**src/rtl/axi_pkg.sv**
```systemverilog
// Shared AXI encodings and read-side state type used by the SRAM slaves.
`timescale 1ns/1ps
package axi_pkg;

  localparam logic [1:0] BURST_FIXED = 2'b00;
  localparam logic [1:0] BURST_INCR  = 2'b01;
  localparam logic [1:0] BURST_WRAP  = 2'b10;

  localparam logic [1:0] RESP_OKAY   = 2'b00;
  localparam logic [1:0] RESP_SLVERR = 2'b10;

  localparam logic [2:0] SIZE_4B     = 3'b010;

  typedef enum logic [1:0] {
    IDLE = 2'd0,
    ADDR = 2'd1,
    DATA = 2'd2
  } rd_state_e;

endpackage

```
**src/rtl/axi_burst_addr_gen.sv**
```systemverilog
// Combinational next word address for FIXED/INCR/WRAP bursts.
`timescale 1ns/1ps
module axi_burst_addr_gen
  import axi_pkg::*;
#(
  parameter int ADDR_W = 14
) (
  input  logic [ADDR_W-1:0] addr,
  input  logic [3:0]        len,
  input  logic [1:0]        burst,
  output logic [ADDR_W-1:0] next_addr
);

  logic [ADDR_W-1:0] incr_addr;
  logic [ADDR_W-1:0] wrap_mask;
  logic              wrap_ok;

  assign incr_addr = addr + {{(ADDR_W-1){1'b0}}, 1'b1};
  assign wrap_mask = {{(ADDR_W-4){1'b0}}, len};
  // Only power-of-two lengths form a legal wrap window; anything else degrades to INCR.
  assign wrap_ok   = (len == 4'd1) || (len == 4'd3) || (len == 4'd7) || (len == 4'd15);

  always_comb begin
    next_addr = incr_addr;
    unique case (burst)
      BURST_FIXED: next_addr = addr;
      BURST_WRAP:  next_addr = wrap_ok ? ((addr & ~wrap_mask) | (incr_addr & wrap_mask))
                                       : incr_addr;
      default:     next_addr = incr_addr;
    endcase
  end

endmodule

```
**src/rtl/axi_sram_read_slave.sv**
```systemverilog
// AXI4 read-only slave in front of a single-port synchronous SRAM; one burst in flight,
// 2-cycle initial latency, then one beat per cycle under RREADY.
`timescale 1ns/1ps
module axi_sram_read_slave
  import axi_pkg::*;
#(
  parameter int ID_W   = 8,
  parameter int ADDR_W = 14,
  parameter int DATA_W = 32
) (
  input  logic              ACLK,
  input  logic              ARESETn,
  input  logic [ID_W-1:0]   ARID,
  input  logic [31:0]       ARADDR,
  input  logic [3:0]        ARLEN,
  input  logic [2:0]        ARSIZE,
  input  logic [1:0]        ARBURST,
  input  logic              ARVALID,
  output logic              ARREADY,
  output logic [ID_W-1:0]   RID,
  output logic [DATA_W-1:0] RDATA,
  output logic [1:0]        RRESP,
  output logic              RLAST,
  output logic              RVALID,
  input  logic              RREADY,
  output logic              sram_ceb,
  output logic              sram_web,
  output logic [ADDR_W-1:0] sram_a,
  input  logic [DATA_W-1:0] sram_do
);

  rd_state_e         state_reg;
  logic [ID_W-1:0]   id_reg;
  logic [ADDR_W-1:0] addr_reg;
  logic [3:0]        len_reg;
  logic [3:0]        cnt_reg;
  logic [1:0]        burst_reg;
  logic              err_reg;
  logic [ADDR_W-1:0] addr_next;
  logic              beat_hs;
  logic              unused_araddr;

  assign unused_araddr = ^{ARADDR[31:ADDR_W+2], ARADDR[1:0]};

  axi_burst_addr_gen #(
    .ADDR_W (ADDR_W)
  ) u_addr_gen (
    .addr      (addr_reg),
    .len       (len_reg),
    .burst     (burst_reg),
    .next_addr (addr_next)
  );

  // Gating with ARESETn keeps ARREADY low while reset is held even though state is IDLE.
  assign ARREADY  = (state_reg == IDLE) && ARESETn;
  assign RVALID   = (state_reg == DATA);
  assign RLAST    = RVALID && (cnt_reg == len_reg);
  assign RID      = id_reg;
  assign RRESP    = (RVALID && err_reg) ? RESP_SLVERR : RESP_OKAY;
  assign RDATA    = (RVALID && !err_reg) ? sram_do : '0;
  assign beat_hs  = RVALID && RREADY;

  // Fetch the next word in the handshake cycle so beats stream without a bubble;
  // during a stall the current word is re-read, keeping sram_do stable.
  assign sram_a   = (beat_hs && !RLAST) ? addr_next : addr_reg;
  assign sram_ceb = (state_reg == IDLE) ? 1'b1 : err_reg;
  assign sram_web = 1'b1;

  always_ff @(posedge ACLK or negedge ARESETn) begin
    if (!ARESETn) begin
      state_reg <= IDLE;
      id_reg    <= '0;
      addr_reg  <= '0;
      len_reg   <= '0;
      cnt_reg   <= '0;
      burst_reg <= BURST_INCR;
      err_reg   <= 1'b0;
    end else begin
      unique case (state_reg)
        IDLE: begin
          if (ARVALID) begin
            id_reg    <= ARID;
            addr_reg  <= ARADDR[ADDR_W+1:2];
            len_reg   <= ARLEN;
            burst_reg <= ARBURST;
            err_reg   <= (ARSIZE != SIZE_4B);
            cnt_reg   <= '0;
            state_reg <= ADDR;
          end
        end
        ADDR: state_reg <= DATA;
        DATA: begin
          if (RREADY) begin
            if (cnt_reg == len_reg) begin
              state_reg <= IDLE;
            end else begin
              cnt_reg  <= cnt_reg + 4'd1;
              addr_reg <= addr_next;
            end
          end
        end
        default: state_reg <= IDLE;
      endcase
    end
  end

endmodule

```
**config.mk**
```make
export PLATFORM = sky130hd
export DESIGN_NAME = axi_sram_read_slave
export DESIGN_NICKNAME = d
export VERILOG_FILES = /design/src/rtl/axi_pkg.sv /design/src/rtl/axi_burst_addr_gen.sv /design/src/rtl/axi_sram_read_slave.sv
export SDC_FILE = /design/constraint.sdc
export NUM_CORES = 1
export LEC_CHECK = 0
export ABC_AREA = 1
export CAP_MARGIN = 0
export CORE_ASPECT_RATIO = 1.5
export CORE_MARGIN = 5
export CORE_UTILIZATION = 43
export CTS_BUF_LIST = sky130_fd_sc_hd__clkbuf_4 sky130_fd_sc_hd__clkbuf_8
export CTS_CLUSTER_DIAMETER = 200
export DETAILED_ROUTE_END_ITERATION = 12
export PLACE_DENSITY = 0.94
export SETUP_SLACK_MARGIN = 0.15
export SLEW_MARGIN = 0
export SYNTH_ARGS = -nofsm -noshare
export SYNTH_HDL_FRONTEND = slang
export SYNTH_HIERARCHICAL = 1
export SYNTH_SLANG_ARGS = --single-unit
```
**constraint.sdc**
```tcl
create_clock -name ACLK -period 2.05 [get_ports ACLK]
set_clock_uncertainty 0.2 [all_clocks]
set_input_delay 0.41 -clock ACLK [delete_from_list [all_inputs] [get_ports ACLK]]
set_output_delay 0.41 -clock ACLK [all_outputs]
set_load 0.05 [all_outputs]
```
==> results.yml, run 1 <==
clock_tree:
  htreeDepth: 2
  cts_hold_buffers: 0
  cts.sinks: 35
  root_buffer: "clkbuf_8"
  clockBufferDepth: 2
  numCtsBuffers: 5
floorplan:
  initial_core_util_pct: 44.46
  rows: 37
  fp.dieH_um: 113.4
  io_pins: 146
  die_w_um: 78.96
timing:
  worstEpCategory: "primary output"
  grt-worst-endpoint: "sram_a[11]"
yosys:
  synth_area_leader_cell: "dfrtp_1"
  ys_ff_latch: 35
  synth_ff_type: "dfrtp_1"
  synth_top_cell_area_share_pct: 27.74
  syn_avg_cell_area_um2: 6.049
  yosys_warnings: 6
  synthDistinctLibCells: 35
  synth-edff-count: 0
  postSynthCellCount: 507
  yosysSeqAreaShare_pct: 28.60
  netlist_area_mm2: 0.003067
  syn_nets: 594
  postSynth.asyncResetShare_pct: 100.0
  synth.area.top_cells: "dfrtp_1 (28%), nand2_1 (26%), inv_1 (7.3%)"
placed_design:
  portBuffers: 125
  post-dp-hpwl_um: 10500
  place.gp.congestion: 0.9615
  placed_area_mm2: 0.005588
status:
  stop_stage: "global routing (5_1_grt)"
  status: "aborted with a tool error"
  stop_error: "[ERROR DPL-0038] Utilization greater than 100%, impossible to legalize"
global_route:
  grt_max_degree: 36
==> what timing repair did <==
item | CTS
setup buffers | 23
resized for setup | 87
setup endpoints to repair | 68
cloned | 7
pin swaps | 54
==> through the flow <==
stage / worst slack, ns / hold WS (ns) / instances
floorplan: -0.02648 / -0.08559 / 507
global placement: -0.1582 / 0.2608 / 750
detailed placement: -0.2115 / 0.2775 / 750
CTS: -0.5298 / 0.2089 / 788
==> kinds of logic after synthesis <==
group,share of synthesized area (%)
other cells,0.2449
flops,28.60
simple gates,53.20
xor+xnor,1.142
compound gates,3.509
buf+inv,12.48
fa+ha+maj,0.8159
==> synth_stat cells (2+ instances only) <==
cell / n
a21oi_1: 2
buf_1: 2
buf_2: 12
buf_4: 3
buf_6: 2
conb_1: 2
dfrtp_1: 34
ha_1: 2
inv_1: 60
inv_2: 4
nand2_1: 210
nand2_2: 15
nand2_4: 2
nand3_1: 38
nand3_4: 2
nand3b_1: 6
nand4_1: 21
nor2_1: 51
nor2_2: 3
nor2_4: 4
o211ai_1: 2
o21ai_0: 12
o21ai_1: 3
xor2_1: 4
==> run 2: changes to the inputs <==
CORE_ASPECT_RATIO = default   (was 1.5)
CORE_UTILIZATION = 40   (was 43)
CTS_BUF_LIST = default   (was sky130_fd_sc_hd__clkbuf_4 sky130_fd_sc_hd__clkbuf_8)
CTS_CLUSTER_DIAMETER = default   (was 200)
PLACE_DENSITY = default   (was 0.94)
PLACE_DENSITY_LB_ADDON = 0.15   (was default)
SETUP_SLACK_MARGIN = default   (was 0.15)
==> run 2 against run 1 <==
The flow now finishes, with violations (setup timing). Synthesized cell count stayed put. Synthesized area stayed put.
==> results.yml, run 2 <==
timing:
  clock.fmax_mhz: 404.9
  tns_ns: -6.202
  setup_viol: 47
  fin_ws_ns: -0.4197
  final_max_slew_viol_count: 0
  fin_crit_ns: 2.470
  rsz0062_at_grt: "true"
  hold_viol: 0
  finalCritPeriodShare_pct: 120.5
pwr:
  power_mw: 11.04
  p_per_area_mw_per_mm2: 1836
  leakage_nw: 2.932
  vdd_drop_max_mv: 1.322
setup_path:
  cp_max_fo: 5
  critical_path_class: "register to primary output"
  r2r_slack_ns: 0.10
  timing.rr.start: "burst_reg[0]$_DFFE_PN1P_"
  crit_arrival_ns: 1.86
  crit_end: "sram_a[12]"
  cp-end-kind: "primary output"
  rr_endpoint: "addr_reg[10]$_DFFE_PN0P_"
  crit_start: "addr_reg[1]$_DFFE_PN0P_"
  cp.required_ns: 1.44
  worst_setup_path_start_kind: "register"
  rr_worst_depth: 13
global_route:
  grt_first_pass_wirelength_um: 20330
  first_global_vias: 4064
  grt_max_degree: 36
  grt_antenna_before_repair: 0
  globalRouteOverflowTotal: 0
  grt_use_total_pct: 26.20
worst_hold_path:
  hp-class: "register to register"
yosys:
  synth_top_cell_area_share_pct: 27.74
  yosysSeqAreaShare_pct: 28.60
  postSynthCellCount: 507
  ys_ff_latch: 35
  yosys_warnings: 6
  syn_avg_cell_area_um2: 6.049
  synth_ff_type: "dfrtp_1"
  netlist_area_mm2: 0.003067
  synth_commonest_cells: "nand2_1 (210), inv_1 (60), nor2_1 (51)"
  synth-edff-count: 0
  syn_nets: 594
  postSynth.asyncResetShare_pct: 100.0
  synth.area.top_cells: "dfrtp_1 (28%), nand2_1 (26%), inv_1 (7.3%)"
  synth_area_leader_cell: "dfrtp_1"
  yosysMostFrequentCell: "nand2_1"
  synthDistinctLibCells: 35
layout:
  multi_input_area_mm2: 0.002316
  mostFrequentLayoutCells: "nand2_1 (183), clkdlybuf4s50_1 (66), buf_4 (60)"
  fin_area_mm2: 0.006012
  drive_above_1_share_pct: 37.65
  layout.nets: 774
  layout.cells.most_common: "nand2_1"
  largest_reg_flops: 14
  syn_to_final_growth_pct: 96.04
  diodes: 0
  ff_latch_area_um2: 883.3
  nFillCells: 525
status:
  violations: "setup timing"
  status: "complete, but fails checks"
placed_design:
  dp_slack_ns: -0.1621
  portBuffers: 125
  post-dp-hpwl_um: 8712
  place.gp.congestion: 0.8470
  placed_area_mm2: 0.005152
route:
  wl_met2_um: 6692
  viasPerCell: 5.042
  routed.top_layer: "met4"
  drtIter0Drc: 215
  ant_nets: 0
  first_pass_iters: 6
  wl_um: 12690
  met1_length_um: 4815
  post-route-drc-count: 0
  wl_met3_um: 783
  wl_per_cell_um: 16.06
  routed-via-count: 3983
clock_tree:
  htreeDepth: 2
  cts_tree: "done"
  cts.sinks: 35
  path_clk_slew_ns: 0.08
  root_buffer: "clkbuf_8"
  clockBufferDepth: 2
  clk_latency_ns: 0.30
  numCtsBuffers: 5
  cts_hold_buffers: 0
floorplan:
  rows: 32
  die_w_um: 97.56
  fp.dieH_um: 97.56
  io_pins: 146
  die_area_mm2: 0.009518
  core-area_mm2: 0.007607
  initial_core_util_pct: 40.31
run:
  cap_violations: 0
run 2: how the worst min path moves through the flow:
stage               cells past startpoint            endpoint                from
floorplan                               0  RID[0]$_DFFE_PN0P_             ARESETn
global route                            2  RID[0]$_DFFE_PN0P_  RID[0]$_DFFE_PN0P_
finish                                  2  RID[6]$_DFFE_PN0P_  RID[6]$_DFFE_PN0P_
global placement                        2  RID[6]$_DFFE_PN0P_  RID[6]$_DFFE_PN0P_
detailed placement                      2  RID[6]$_DFFE_PN0P_  RID[6]$_DFFE_PN0P_
CTS                                     2  RID[6]$_DFFE_PN0P_  RID[6]$_DFFE_PN0P_
run 2: layout make-up:
cell class / instances / area share [%]
timing repair buffer: 194 / 38.94
clock buffer: 6 / 1.207
sequential: 35 / 14.69
tap: 102 / 2.123
clock inverter: 2 / 0.2081
inverter: 65 / 4.308
multi-input combinational: 386 / 38.52
run 2: power by group:
part	internal [mW]	switching [mW]
clock network	0.238	0.291
registers	1.01	0.311
logic	3.89	5.30
total	5.14	5.90
run 2: kinds of logic after synthesis:
kind of cell | Yosys count | share of synthesized area [%]
DFF | 35 | 28.60
xor gates and xnor gates | 4 | 1.142
adders and majority gates | 2 | 0.8159
buffers and inverters | 86 | 12.48
AOI/OAI and AO/OA | 20 | 3.509
and+or+nand+nor | 358 | 53.20
other | 2 | 0.2449
run 2: repair_timing:
action	in CTS	in global routing
setup endpoints to repair	48	49
buffers inserted	9	5
pin swaps	28	20
gates cloned	4	0
resized for setup	125	39
run 2: routing by layer:
layer | GRT usage, % | vias to the layer above
li1 | - | 1925
met4 | 8.200 | 0
met5 | 0 | -
met2 | 49.45 | 163
met3 | 5.240 | 37
met1 | 29.20 | 1858
run 2: through the flow:
| step | std cells | hold WS [ns] | util [%] |
|---|---|---|---|
| 3_5_place_dp | 765 | 0.2651 | 67.73 |
| 6_report | 790 | 0.2818 | 79.03 |
| 3_3_place_gp | 765 | 0.2572 | 67.73 |
| 2_1_floorplan | 507 | -0.08559 | - |
| 5_1_grt | 790 | 0.3135 | 79.03 |
| 4_1_cts | 786 | 0.2854 | 76.86 |
run 2: critical path, cell delays in order, from the launching register on:
cell	delay (ns)
dfrtp_1	0.42
ha_4	0.17
nand2_4	0.07
nor2_4	0.18
nand3_1	0.10
nand2_1	0.08
nand3_1	0.07
nand3b_1	0.11
nand4_1	0.11
nand2_2	0.10
buf_8	0.14
Note: power is estimated with default switching activity, not from simulation.
==> run 3: changes to the inputs <==
CTS_BUF_LIST = sky130_fd_sc_hd__clkbuf_16   (was default)
CTS_CLUSTER_SIZE = 25   (was default)
clock period = 2.5 ns   (was 2.05 ns; I/O delays follow)
==> run 3 against run 2 <==
The flow still finishes with violations (setup timing). Routed wire length is 17% lower. Register-to-register slack gained 0.48 ns. Critical path depth fell by 2. Global-route usage shrank 4.6 points. Critical path type unchanged. Highest routed layer unchanged.
==> results.yml, run 3 (same netlist as run 2, synthesis figures left out) <==
route:
  viasPerCell: 4.925
  wl_um: 10600
  post-route-drc-count: 0
  ant_nets: 0
  drtIter0Drc: 217
  first_pass_iters: 5
  routed-via-count: 3679
  wl_per_cell_um: 14.18
floorplan:
  io_pins: 146
  fp.dieH_um: 97.56
  die_area_mm2: 0.009518
  die_w_um: 97.56
  core-area_mm2: 0.007607
  initial_core_util_pct: 40.31
  rows: 32
placed_design:
  post-dp-hpwl_um: 8135
  place.gp.congestion: 0.9442
  placed_area_mm2: 0.004760
  dp_slack_ns: -0.02253
  portBuffers: 125
layout:
  finalCoreUtilization_pct: 67.73
  layout.nets: 731
  largest_reg_flops: 14
  fin_area_mm2: 0.005152
  mostFrequentLayoutCells: "nand2_1 (203), clkdlybuf4s50_1 (74), inv_1 (56)"
  drive_above_1_share_pct: 23.72
  layout.cells.most_common: "nand2_1"
  diodes: 0
  syn_to_final_growth_pct: 68.01
timing:
  rsz0062_at_grt: "true"
  clock.fmax_mhz: 392.4
  hold_viol: 0
  final_max_slew_viol_count: 0
  slew_headroom_pct: 66.06
  whs_ns: 0.2718
  tightest_slew_ns: 0.5076
  fin_crit_ns: 2.549
  fin_ws_ns: -0.04873
  setup_viol: 6
  finalCritPeriodShare_pct: 101.9
clock_tree:
  cts_tree: "done"
  htreeDepth: 2
  root_buffer: "clkbuf_16"
  cts_hold_buffers: 0
  path_clk_slew_ns: 0.06
  clk_latency_ns: 0.29
  clockBufferDepth: 2
  numCtsBuffers: 5
  cts.sinks: 35
status:
  status: "complete, but fails checks"
  violations: "setup timing"
setup_path:
  worst_setup_path_start_kind: "register"
  r2r_slack_ns: 0.58
  cp.required_ns: 1.80
  cp-end-kind: "primary output"
  critical_path_class: "register to primary output"
  cp_max_fo: 2
  crit_arrival_ns: 1.85
pwr:
  p_per_area_mw_per_mm2: 1471
  power_mw: 7.580
  vdd_drop_max_mv: 0.7336
  leakage_nw: 2.626
global_route:
  globalRouteOverflowTotal: 0
  grt_first_pass_wirelength_um: 17020
  grt_antenna_before_repair: 0
  grt_use_total_pct: 21.55
  grt_max_degree: 36
  first_global_vias: 3443
worst_hold_path:
  hp-class: "register to register"
run:
  cap_violations: 0
-- run 3: per-layer routing --
layer,track usage (%),routed length (um),up-vias
met5,0,0,-
met4,6.603,201,0
met3,3.661,504,14
met2,39.69,5738,118
met1,25.30,4152,1711
li1,-,-,1836
-- run 3: through the flow --
step	cells	setup TNS, ns
global placement	730	0
floorplan	507	0
CTS	743	-0.05479
finish	747	-0.1571
global route	747	-1.190
detailed placement	730	-0.09759
-- run 3: power by group --
group / internal, mW / switching (mW)
clock: 0.367 / 0.254
sequential: 0.832 / 0.331
combinational: 2.19 / 3.61
-- run 3: path summary, 6_finish.rpt --
path | endpoint | startpoint | cells past startpoint
worst max-delay path | sram_a[2] | addr_reg[1]$_DFFE_PN0P_ | 8
worst min-delay path | RID[4]$_DFFE_PN0P_ | RID[4]$_DFFE_PN0P_ | 2
worst max register to register | cnt_reg[1]$_DFFE_PN0P_ | state_reg[0]$_DFFE_PN0P_ | 9
worst min register to register | RID[4]$_DFFE_PN0P_ | RID[4]$_DFFE_PN0P_ | 2
max in group asynchronous | addr_reg[8]$_DFFE_PN0P_ | ARESETn | 2
min in group asynchronous | addr_reg[1]$_DFFE_PN0P_ | ARESETn | 2
-- run 3: cell type report --
cell class / count / area [um2]
clock buffer: 5 / 125.1
clock inverter: 3 / 20.02
fill: 649 / 2455
inverter: 65 / 246.5
multi-input combinational: 386 / 1926
sequential: 35 / 885.9
tap: 102 / 127.6
timing repair buffer: 151 / 1822
-- run 3: timing repair --
item,in CTS,in global routing
gates resized for setup,23,32
setup buffers,5,5
cloned,0,0
endpoints found under the setup margin,14,14
pin swaps,3,19
-- run 3: worst max-delay path: stages (launching register included) --
cell	delay, ns
dfrtp_1	0.42
ha_4	0.18
or2_2	0.27
nand2_1	0.09
o21ai_0	0.08
o21bai_2	0.20
nand4_1	0.10
nand2_1	0.07
buf_6	0.15
==> run 4: changes to the inputs <==
CAP_MARGIN = default   (was 0)
SLEW_MARGIN = default   (was 0)
==> results of run 4 <==
No change in the layout: final DEF, timing and power equal those of run 3.
